==> src/rtl/flash_arb_pkg.sv <==
// flash_arb_pkg: shared constants for the flash word-reader arbiter.
//   DEF_AW / DEF_DW : default word address / data widths
//   NCLI            : number of arbitrated clients
//   ST_*            : arbiter FSM state encoding
package flash_arb_pkg;
  localparam int DEF_AW = 23;
  localparam int DEF_DW = 16;
  localparam int NCLI   = 2;

  localparam logic [1:0] ST_IDLE  = 2'd0;
  localparam logic [1:0] ST_HIT   = 2'd1;
  localparam logic [1:0] ST_ISSUE = 2'd2;
  localparam logic [1:0] ST_WAIT  = 2'd3;
endpackage

==> src/rtl/flash_word_cache.sv <==
// flash_word_cache: one-entry last-read cache (tag, data, valid).
//   iclk, ireset_n : clock, synchronous active-low reset (clears valid)
//   inval          : clear valid on the next edge; wins over wr
//   wr, wr_tag, wr_data : fill the entry and mark it valid
//   addr, hit      : combinational tag compare against addr
//   rd_data        : stored word
module flash_word_cache
  import flash_arb_pkg::*;
#(
  parameter int AW = DEF_AW,
  parameter int DW = DEF_DW
) (
  input  logic          iclk,
  input  logic          ireset_n,
  input  logic          inval,
  input  logic          wr,
  input  logic [AW-1:0] wr_tag,
  input  logic [DW-1:0] wr_data,
  input  logic [AW-1:0] addr,
  output logic          hit,
  output logic [DW-1:0] rd_data
);
  logic          valid;
  logic [AW-1:0] tag;

  always_ff @(posedge iclk) begin
    if (!ireset_n)  valid <= 1'b0;
    else if (inval) valid <= 1'b0;
    else if (wr)    valid <= 1'b1;
  end

  // Tag/data need no reset: they are only observed through valid.
  always_ff @(posedge iclk) begin
    if (wr) begin
      tag     <= wr_tag;
      rd_data <= wr_data;
    end
  end

  assign hit = valid && (tag == addr);
endmodule

==> src/rtl/flash_arbiter.sv <==
// flash_arbiter: round-robin arbiter sharing one toggle-handshake flash word
// reader between client 0 (cartridge ROM) and client 1 (loader/DMA), with a
// one-word last-read cache per client. A request is pending while req != ack.
//   iclk, ireset_n          : clock, synchronous active-low reset
//   ic<n>_addr, ic<n>_req   : client word address / request toggle
//   oc<n>_dout, oc<n>_ack   : client read data / acknowledge toggle
//   iinval                  : pulse, invalidates both caches
//   ofl_addr, ofl_req       : flash reader address / request toggle
//   ifl_dout, ifl_ack       : flash reader data / acknowledge toggle
//   ogrant                  : client being served (0 when idle)
//   obusy                   : FSM not in IDLE
module flash_arbiter
  import flash_arb_pkg::*;
#(
  parameter int AW       = DEF_AW,
  parameter int DW       = DEF_DW,
  parameter bit CACHE_EN = 1'b1
) (
  input  logic          iclk,
  input  logic          ireset_n,
  input  logic [AW-1:0] ic0_addr,
  input  logic          ic0_req,
  output logic [DW-1:0] oc0_dout,
  output logic          oc0_ack,
  input  logic [AW-1:0] ic1_addr,
  input  logic          ic1_req,
  output logic [DW-1:0] oc1_dout,
  output logic          oc1_ack,
  input  logic          iinval,
  output logic [AW-1:0] ofl_addr,
  output logic          ofl_req,
  input  logic [DW-1:0] ifl_dout,
  input  logic          ifl_ack,
  output logic          ogrant,
  output logic          obusy
);
  logic [1:0]             state;
  logic                   last;
  logic                   drop_fill;
  logic [AW-1:0]          cur_addr;
  logic                   p0, p1, sel;
  logic                   fill_done;
  logic [NCLI-1:0][AW-1:0] c_addr;
  logic [NCLI-1:0]         c_hit;
  logic [NCLI-1:0]         c_wr;
  logic [NCLI-1:0][DW-1:0] c_data;

  assign p0        = ic0_req ^ oc0_ack;
  assign p1        = ic1_req ^ oc1_ack;
  // Contention goes to the client not served last; otherwise whoever is pending.
  assign sel       = (p0 && p1) ? ~last : p1;
  assign fill_done = (state == ST_WAIT) && (ifl_ack == ofl_req);
  assign obusy     = (state != ST_IDLE);
  assign c_addr    = {ic1_addr, ic0_addr};

  for (genvar i = 0; i < NCLI; i++) begin : g_cache
    // A fill is dropped if an invalidate landed anywhere in the transaction,
    // including the completing cycle itself.
    assign c_wr[i] = CACHE_EN && fill_done && (ogrant == 1'(i)) && !drop_fill && !iinval;

    flash_word_cache #(.AW(AW), .DW(DW)) u_cache (
      .iclk    (iclk),
      .ireset_n(ireset_n),
      .inval   (iinval),
      .wr      (c_wr[i]),
      .wr_tag  (cur_addr),
      .wr_data (ifl_dout),
      .addr    (c_addr[i]),
      .hit     (c_hit[i]),
      .rd_data (c_data[i])
    );
  end

  always_ff @(posedge iclk) begin
    if (!ireset_n) begin
      // Absorb any outstanding toggles so nothing is pending after reset.
      oc0_ack   <= ic0_req;
      oc1_ack   <= ic1_req;
      ofl_req   <= ifl_ack;
      oc0_dout  <= '0;
      oc1_dout  <= '0;
      ofl_addr  <= '0;
      ogrant    <= 1'b0;
      last      <= 1'b1;
      drop_fill <= 1'b0;
      cur_addr  <= '0;
      state     <= ST_IDLE;
    end else begin
      case (state)
        ST_IDLE: begin
          if (p0 || p1) begin
            cur_addr <= sel ? ic1_addr : ic0_addr;
            ogrant   <= sel;
            state    <= (CACHE_EN && c_hit[sel]) ? ST_HIT : ST_ISSUE;
          end
        end
        ST_HIT: begin
          if (ogrant) begin
            oc1_dout <= c_data[1];
            oc1_ack  <= ~oc1_ack;
          end else begin
            oc0_dout <= c_data[0];
            oc0_ack  <= ~oc0_ack;
          end
          last   <= ogrant;
          ogrant <= 1'b0;
          state  <= ST_IDLE;
        end
        ST_ISSUE: begin
          if (iinval) drop_fill <= 1'b1;
          // Hold off while a reader transaction abandoned by reset is still
          // out; its late ack would otherwise be taken as ours.
          if (ofl_req == ifl_ack) begin
            ofl_addr <= cur_addr;
            ofl_req  <= ~ofl_req;
            state    <= ST_WAIT;
          end
        end
        ST_WAIT: begin
          if (iinval) drop_fill <= 1'b1;
          if (fill_done) begin
            if (ogrant) begin
              oc1_dout <= ifl_dout;
              oc1_ack  <= ~oc1_ack;
            end else begin
              oc0_dout <= ifl_dout;
              oc0_ack  <= ~oc0_ack;
            end
            last      <= ogrant;
            ogrant    <= 1'b0;
            drop_fill <= 1'b0;
            state     <= ST_IDLE;
          end
        end
        default: state <= ST_IDLE;
      endcase
    end
  end
endmodule

==> config.mk <==
export PLATFORM = sky130hd
export DESIGN_NAME = flash_arbiter
export DESIGN_NICKNAME = d
export VERILOG_FILES = /design/src/rtl/flash_arb_pkg.sv /design/src/rtl/flash_word_cache.sv /design/src/rtl/flash_arbiter.sv
export SDC_FILE = /design/constraint.sdc
export NUM_CORES = 1
export LEC_CHECK = 0
export ABC_AREA = 1
export BUFFER_PORTS_ARGS = -buffer_cell sky130_fd_sc_hd__clkbuf_2
export CAP_MARGIN = 25
export CORE_MARGIN = 2
export CORE_UTILIZATION = 60
export CTS_CLUSTER_SIZE = 10
export DETAILED_ROUTE_END_ITERATION = 6
export PLACE_DENSITY = 0.85
export SYNTH_ARGS = -nofsm -noshare
export SYNTH_HDL_FRONTEND = slang
export SYNTH_SLANG_ARGS = --single-unit
export TNS_END_PERCENT = 20
==> constraint.sdc <==
create_clock -name iclk -period 8.72 [get_ports iclk]
set_clock_uncertainty 0.15 [all_clocks]
set_input_delay 2.616 -clock iclk [delete_from_list [all_inputs] [get_ports iclk]]
set_output_delay 2.616 -clock iclk [all_outputs]
set_load 0.01 [all_outputs]
==> flow_summary.json, run 1 <==
{
  "h-tree-depth": 4,
  "remaining_drc_errors": 0,
  "worst_pin_slew_ns": 0.810,
  "cts_buffer_depth": 2,
  "wl_met3_mm": 1.08,
  "core_um2": 11400,
  "syn_area_um2": 6940,
  "synthDistinctLibCells": 31,
  "startpoint": "ifl_ack",
  "drive_gt1_share_pct": 20.3,
  "first_pass_iters": 5,
  "io_buffers": 127,
  "p_per_area_nw_per_um2": 247,
  "drv_slew": 0,
  "cp.required_ns": 8.65,
  "grt_max_degree": 85,
  "wl_per_cell_um": 15.9,
  "first_iter_violations": 593,
  "drt-total-wl_mm": 16.4,
  "cts_root_buffer": "clkbuf_16",
  "numCtsBuffers": 17,
  "avgSynthCellArea_um2": 9.14,
  "rr_startpoint": "state[0]$_SDFFE_PN0P_",
  "rsz0062_at_grt": "false",
  "min_period_ns": 4.40,
  "hp-start": "cur_addr[15]$_SDFFE_PN0P_",
  "critical_path_class": "primary input to flop",
  "fillers": 837,
  "ys_seq_elements": 166,
  "fin_setup_tns_ns": 0,
  "irDropWorstVdd_mv": 0.162,
  "clk_pin_slew_ns": 0.06,
  "highest_layer": "met4",
  "p_total_mw": 2.04,
  "synthCells": 759,
  "setup_viol": 0,
  "syn_to_final_growth_pct": 18.7,
  "status": "finished clean",
  "cp_max_fo": 31,
  "relSlewSlack_pct": 46.0,
  "clk_latency_ns": 0.42,
  "crit_path_start_kind": "primary input",
  "viasPerCell": 5.47,
  "wl_met1_mm": 6.82,
  "yosys_warnings": 0,
  "antenna_found_initial": 0,
  "overflow": 0,
  "via_count": 5656,
  "final_common_cell": "nand2_1",
  "cap_violations": 0,
  "gp_congestion": 0.842,
  "dp_hpwl_mm": 10.8,
  "met2_length_mm": 8.04,
  "post-cts-setup-buffer-count": 0,
  "critical_path.max_stage_delay_ns": 0.61,
  "final_cell_mix": "nand2_1 (198), clkbuf_2 (127), inv_1 (102), dfxtp_1 (85), edfxtp_1 (81)",
  "start_util_pct": 61.0,
  "fp-row-count": 39,
  "hold_path_class": "flop to flop",
  "final_core_util_pct": 72.4,
  "pin_count": 128,
  "cp_cell_sequence": "clkbuf_2 -> xor2_2 -> nor2_1 -> inv_1 -> nor3_2 -> buf_4",
  "design.die.area_um2": 12400,
  "diodes": 0,
  "clock.fmax_mhz": 227,
  "synth_fp_nets": 827,
  "finalHoldViolCount": 0,
  "die_w_um": 112,
  "ys_seq_area_share_pct": 59.6,
  "period_share_pct": 50.5,
  "cts.sinks": 166,
  "worstPathArrival_ns": 4.33,
  "postCtsHoldBufs": 0,
  "track_usage_pct": 27.0,
  "cp_slowest_cell": "nor3_2",
  "postRouteAntennaNets": 0,
  "finalNetCount": 946,
  "cp-end-kind": "flop",
  "cts_tree": "done",
  "grt_pass1_vias": 5417,
  "cts_resized": 0,
  "leakage_nw": 3.90,
  "grt_pass1_wl_mm": 26.3,
  "die_h_um": 112
}
final timing paths:
check / end / slack (ns) / depth (start not counted)
max reg2reg: g_cache[0].u_cache.tag[3]$_DFFE_PP_ / 5.98 / 5
min: g_cache[0].u_cache.tag[15]$_DFFE_PP_ / 0.34 / 0
min reg2reg: g_cache[0].u_cache.tag[15]$_DFFE_PP_ / 0.34 / 0
max: g_cache[0].u_cache.tag[3]$_DFFE_PP_ / 4.32 / 6
cells in the mapped netlist:
master    count  share of area (%)
o21ai_1      31                2.2
xor2_2        1               0.23
buf_2        10               0.72
clkbuf_1     12               0.65
nand2_1     198                 11
nor2_4        3               0.49
or2_2         1              0.090
nand4_1       4               0.36
nand3_1      12               0.87
o21ai_0      28                2.0
buf_6         4               0.65
nor3_1        2               0.14
inv_2         7               0.38
nor2_1       70                3.8
nand2_4       2               0.32
edfxtp_1     81                 35
xor2_1        2               0.25
inv_4         1              0.090
nor2_2        4               0.36
inv_1       102                5.5
a31oi_1      32                2.9
buf_4         5               0.54
and3_1        1              0.090
nor2_8        1               0.29
nand2_2       1              0.090
a21boi_0      1               0.11
o211ai_1     39                4.2
a21oi_1       2               0.14
xnor2_1      16                2.0
dfxtp_1      85                 25
a211oi_1      1               0.11
final cells by class:
class	count	area [um^2]	share of cell area, %
Tap cell	143	179	2.17
Timing Repair Buffer	131	666	8.08
Multi-Input combinational cell	452	2220	26.9
Clock buffer	21	472	5.73
Clock inverter	11	151	1.84
Inverter	110	415	5.04
Sequential cell	166	4130	50.2
metrics by stage:
stage	setup WS [ns]	hold WS, ns	cell area (um^2)	instances
after detailed placement	3.88	0.325	7610	1002
after global placement	3.93	0.313	7610	1002
after global routing	4.18	0.356	8240	1034
after floorplan	2.36	0.284	6940	759
final	4.32	0.343	8240	1034
after CTS	4.33	0.336	8240	1034
per-layer routing:
metal	vias to the layer above	global-route usage [%]
li1	2715	-
met1	2666	34.3
met2	236	44.8
met3	39	5.50
met4	0	12.3
met5	-	0
power breakdown:
group | internal (mW) | leakage [nW] | switching, mW | total, mW
Combinational | 0.104 | 2.15 | 0.192 | 0.296
Sequential | 0.896 | 1.44 | 0.0552 | 0.952
Clock | 0.499 | 0.308 | 0.291 | 0.789
registers in the layout, summed over array words and instances, names as in the netlist:
name,flops
cur_addr,23
drop_fill,1
g_cache.u_cache.rd_data,32
g_cache.u_cache.tag,46
g_cache.u_cache.valid,2
last,1
oc0_ack,1
oc0_dout,16
oc1_ack,1
oc1_dout,16
ofl_addr,23
ofl_req,1
ogrant,1
state,2
critical path, delay by kind of cell:
family	cells	cell delay (ns)
xor+xnor	1	0.21
buf+inv	3	0.73
simple gates	2	0.75
cell families after synthesis:
family	synth area share (%)
compound gates	11.7
buf+inv	8.55
flops	59.6
xor+xnor	2.51
simple gates	17.6
(Power assumes the default switching activity.)
==> inputs of run 2 (changes only) <==
CORE_UTILIZATION = 50   (was 60)
PLACE_DENSITY = 0.76   (was 0.85)
clock period = 3.8 ns   (was 8.72 ns; I/O delays follow)
==> flow_summary.json, run 2 (same netlist as run 1, synthesis figures left out) <==
{
  "status": "finished clean",
  "final_cell_mix": "nand2_1 (198), clkbuf_2 (127), inv_1 (102), dfxtp_1 (85), edfxtp_1 (81)",
  "cp_cell_sequence": "nor2_2 -> inv_2 -> clkbuf_2",
  "numCtsBuffers": 17,
  "p_int_mw": 3.31,
  "clk_pin_slew_ns": 0.06,
  "largestRegisters": "g_cache.u_cache.tag (46), g_cache.u_cache.rd_data (32)",
  "core_um2": 13700,
  "critical_path_class": "flop to output port",
  "cts_resized": 0,
  "start_util_pct": 50.6,
  "die_w_um": 122,
  "critPathTopFamily": "flip-flops",
  "leakage_nw": 3.90,
  "setup_ws_ns": 1.17,
  "min_period_ns": 2.63,
  "grt_pass1_wl_mm": 25.7,
  "holdPathEnd": "g_cache[1].u_cache.valid$_SDFFE_PP0P_",
  "reg2reg_depth": 7,
  "grt_max_degree": 50,
  "switching_share_pct": 28.0,
  "diodes": 0,
  "syn_to_final_growth_pct": 19.8,
  "wl_met3_um": 949,
  "first_iter_violations": 477,
  "gp_congestion": 0.845,
  "track_usage_pct": 22.8,
  "p_per_area_nw_per_um2": 554,
  "finalHoldViolCount": 0,
  "cp-end-kind": "output port",
  "drive_gt1_share_pct": 20.9,
  "setup_viol": 0,
  "wl_per_cell_um": 15.3,
  "multi_input_area_um2": 2220,
  "wl_met1_mm": 7.72,
  "crit_path_start_kind": "flop",
  "r2r_end": "oc1_dout[13]$_SDFFE_PN0P_",
  "drt-total-wl_mm": 16.5,
  "hold_path_class": "flop to flop",
  "seq_power_share_pct": 47.4,
  "postCtsHoldBufs": 0,
  "design.die.area_um2": 14800,
  "grt_pass1_vias": 4973,
  "clock.fmax_mhz": 381,
  "highest_layer": "met4",
  "cap_violations": 0,
  "cp.required_ns": 2.51,
  "cp_slowest_cell": "dfxtp_1",
  "via_count": 5417,
  "worstPathArrival_ns": 1.34,
  "dp_cells": 1042,
  "hold-path-cell-count": 2,
  "register_area_um2": 4130,
  "cp.buffers_inverters": 2,
  "first_pass_iters": 5,
  "rsz0062_at_grt": "false",
  "die_h_um": 122,
  "cts_buffer_depth": 2,
  "h-tree-depth": 4,
  "rr_startpoint": "state[0]$_SDFFE_PN0P_",
  "io_buffers": 127,
  "viasPerCell": 5.04,
  "cts_tree": "done",
  "cp_max_fo": 4,
  "cts_root_buffer": "clkbuf_16",
  "fin_cells": 1074,
  "antenna_found_initial": 0,
  "largest_register_ffs": 46,
  "drv_slew": 0,
  "final_common_cell": "nand2_1",
  "cts.sinks": 166,
  "relSlewSlack_pct": 49.3,
  "dp_hpwl_mm": 10.9,
  "clock_power_share_pct": 37.5,
  "pre_cts_slack_ns": 0.842,
  "hp-start": "g_cache[1].u_cache.valid$_SDFFE_PP0P_",
  "period_share_pct": 69.1,
  "irDropWorstVdd_mv": 0.331,
  "postRouteAntennaNets": 0,
  "overflow": 0,
  "fillers": 1159,
  "fp-row-count": 43,
  "r2r_setup_slack_ns": 1.42,
  "startpoint": "state[0]$_SDFFE_PN0P_",
  "pin_count": 128,
  "regMostFlops": "g_cache.u_cache.tag",
  "remaining_drc_errors": 0,
  "worst_pin_slew_ns": 0.759,
  "critical_path.max_stage_delay_ns": 0.50,
  "p_sw_mw": 1.29,
  "clk_latency_ns": 0.43,
  "p_comb_share_pct": 15.1,
  "met2_length_mm": 7.45,
  "post-cts-setup-buffer-count": 0,
  "finalNetCount": 949
}
## run 2: worst min-delay path: stages (launching register included)
cell and delay (ns):
dfxtp_1 0.32, nor2_1 0.04, nor2_1 0.06
## run 2: routing by layer
| metal | global-route usage, % | vias up |
|---|---|---|
| met2 | 34.2 | 172 |
| met4 | 9.63 | 0 |
| met1 | 32.6 | 2480 |
| met5 | 0 | - |
| li1 | - | 2738 |
| met3 | 4.31 | 27 |
## run 2: worst max path at each step
stage,to,cells after the start
floorplan,g_cache[0].u_cache.rd_data[0]$_DFFE_PP_,4
global placement,state[0]$_SDFFE_PN0P_,10
detailed placement,state[0]$_SDFFE_PN0P_,10
CTS,obusy,3
global route,state[0]$_SDFFE_PN0P_,10
finish,obusy,3
## run 2: power groups by stage
| stage | Sequential, mW | Combinational (mW) | Clock [mW] |
|---|---|---|---|
| after floorplan | 2.22 | 0.432 | 0 |
| after global placement | 2.21 | 0.675 | 0 |
| after detailed placement | 2.21 | 0.689 | 0 |
| after CTS | 2.18 | 0.696 | 1.75 |
| after global routing | 2.20 | 0.773 | 1.82 |
| final | 2.18 | 0.694 | 1.73 |
## run 2: area by class of cell
cell class	count	area share (%)
flip-flops and latches	166	49.8
well taps	180	2.71
repair buffers	134	8.59
multi-input cells	452	26.7
clock buffers	18	5.42
clock inverters	14	1.81
inverters	110	5.00
## run 2: through the flow
step | power, mW | TNS [ns] | utilization (%) | instance area [um^2] | hold slack [ns]
4_1_cts | 4.62 | 0 | 60.5 | 8310 | 0.321
6_report | 4.60 | 0 | 60.5 | 8310 | 0.314
5_1_grt | 4.79 | 0 | 60.5 | 8310 | 0.369
2_1_floorplan | 2.65 | -86.66 | - | 6940 | 0.284
3_3_place_gp | 2.89 | 0 | 56.2 | 7710 | 0.296
3_5_place_dp | 2.90 | 0 | 56.2 | 7710 | 0.306
==> inputs of run 3 (changes only) <==
CORE_UTILIZATION = 55   (was 50)
PLACE_DENSITY = 0.79   (was 0.76)
clock period = 2.69 ns   (was 3.8 ns; I/O delays follow)
==> flow_summary.json, run 3 (same netlist as run 1, synthesis figures left out) <==
{
  "status": "finished clean",
  "relSlewSlack_pct": 68.7,
  "antenna_found_initial": 0,
  "cp_slowest_cell": "dfxtp_1",
  "postCtsHoldBufs": 0,
  "clk_latency_ns": 0.42,
  "wl_per_cell_um": 14.7,
  "rr_startpoint": "state[0]$_SDFFE_PN0P_",
  "cp_max_fo": 4,
  "holdPathEnd": "g_cache[1].u_cache.valid$_SDFFE_PP0P_",
  "die_w_um": 116,
  "gp_congestion": 0.816,
  "p_sw_mw": 1.75,
  "rsz0062_at_grt": "false",
  "clk_pin_slew_ns": 0.06,
  "setup_viol": 0,
  "overflow": 0,
  "clock_power_share_pct": 38.6,
  "h-tree-depth": 4,
  "p_int_mw": 4.90,
  "largestRegisters": "g_cache.u_cache.tag (46), g_cache.u_cache.rd_data (32)",
  "whs_ns": 0.333,
  "multi_input_area_um2": 2240,
  "pin_count": 128,
  "design.die.area_um2": 13500,
  "first_pass_iters": 5,
  "cts_buffer_depth": 2,
  "register_area_um2": 4130,
  "remaining_drc_errors": 0,
  "dp_cells": 1041,
  "critical_path_class": "flop to output port",
  "fp-row-count": 41,
  "irDropWorstVdd_mv": 0.500,
  "final_cell_mix": "nand2_1 (198), clkbuf_2 (127), inv_1 (101), dfxtp_1 (85), edfxtp_1 (81)",
  "cap_violations": 0,
  "p_comb_share_pct": 15.0,
  "reg2reg_depth": 8,
  "cts_tree": "done",
  "finalHoldViolCount": 0,
  "period_share_pct": 83.7,
  "r2r_setup_slack_ns": 0.56,
  "syn_to_final_growth_pct": 22.0,
  "hold_path_class": "flop to flop",
  "die_h_um": 116,
  "hp-start": "g_cache[1].u_cache.valid$_SDFFE_PP0P_",
  "viasPerCell": 5.10,
  "critical_path.max_stage_delay_ns": 0.49,
  "finalNetCount": 956,
  "cp_cell_sequence": "nor2_2 -> inv_2 -> clkbuf_2",
  "worst_pin_slew_ns": 0.469,
  "fillers": 1021,
  "leakage_nw": 3.99,
  "p_per_area_nw_per_um2": 786,
  "post-cts-setup-buffer-count": 0,
  "seq_power_share_pct": 46.4,
  "core_um2": 12500,
  "min_period_ns": 2.25,
  "grt_pass1_wl_mm": 25.0,
  "regMostFlops": "g_cache.u_cache.tag",
  "final_common_cell": "nand2_1",
  "first_iter_violations": 366,
  "drt-total-wl_mm": 15.8,
  "io_buffers": 127,
  "drv_slew": 0,
  "clock.fmax_mhz": 444,
  "switching_share_pct": 26.3,
  "hold-path-cell-count": 2,
  "worstPathArrival_ns": 1.29,
  "postRouteAntennaNets": 0,
  "track_usage_pct": 24.6,
  "cts_root_buffer": "clkbuf_16",
  "via_count": 5477,
  "grt_max_degree": 43,
  "start_util_pct": 55.6,
  "dp_hpwl_mm": 11.1,
  "largest_register_ffs": 46,
  "cts.sinks": 166,
  "diodes": 0,
  "cp.required_ns": 1.73,
  "r2r_end": "oc1_dout[0]$_SDFFE_PN0P_",
  "fin_cells": 1073,
  "cts_resized": 0,
  "cp-end-kind": "output port",
  "crit_path_start_kind": "flop",
  "numCtsBuffers": 17,
  "drive_gt1_share_pct": 21.6,
  "grt_pass1_vias": 5061
}
==> run 3: cell types whose count changed in the layout (fill, tap and decap cells not counted), moves of 2 or more <==
| cell | delta |
|---|---|
| buf_12 | +3 |
| buf_4 | +4 |
| clkbuf_1 | +3 |
| clkbuf_16 | +4 |
| clkbuf_8 | +3 |
| clkinv_1 | -2 |
| clkinv_2 | +2 |
| clkinv_4 | -6 |
| inv_6 | -2 |
| nor3_2 | -2 |
| nor3_4 | +2 |
==> run 3: power by group through the flow <==
stage                     clock network (mW)  logic [mW]  registers (mW)
after floorplan                            0       0.618            3.14
after global placement                     0       0.973            3.13
after detailed placement                   0       0.996            3.14
after CTS                               2.59        1.00            3.08
after global routing                    2.72        1.12            3.11
final                                   2.57       0.996            3.08
==> run 3: final cells by class <==
cell class	count	share of cell area [%]
Sequential cell	166	48.9
Inverter	110	4.91
Tap cell	172	2.54
Timing Repair Buffer	141	9.49
Multi-Input combinational cell	452	26.5
Clock inverter	4	0.532
Clock buffer	28	7.13
==> run 3: stage by stage <==
stage	TNS [ns]	power (mW)	area (um^2)	setup WS [ns]	utilization (%)
CTS	0	6.68	8460	0.408	67.9
floorplan	-1.89	3.75	6970	-0.0243	-
global route	0	6.95	8460	0.358	67.9
finish	0	6.65	8460	0.438	67.9
global placement	0	4.10	7810	0.407	62.7
detailed placement	0	4.13	7810	0.384	62.7
==> run 3: worst max path at each step <==
stage,startpoint,end,slack [ns],cells past startpoint
4_1_cts,state[0]$_SDFFE_PN0P_,obusy,0.41,3
3_3_place_gp,ifl_ack,g_cache[1].u_cache.tag[9]$_DFFE_PP_,0.41,6
5_1_grt,state[0]$_SDFFE_PN0P_,obusy,0.36,3
6_report,state[0]$_SDFFE_PN0P_,obusy,0.44,3
3_5_place_dp,ic1_req,cur_addr[10]$_SDFFE_PN0P_,0.38,8
2_1_floorplan,ifl_ack,g_cache[0].u_cache.rd_data[0]$_DFFE_PP_,-0.02,4
==> run 3: metal layers <==
metal  wire, um  track usage, %  vias to the layer above
met5          0               0                        -
met4        401            10.8                        0
met3       1060            6.28                       33
met2       7540            39.9                      200
met1       6800            31.5                     2501
li1           -               -                     2743
==> run 3: worst max-delay path, delay by kind of cell (launching register included) <==
kind,cells,cell delay [ns]
and+or+nand+nor,1,0.12
buffers and inverters,2,0.26
DFF,1,0.49
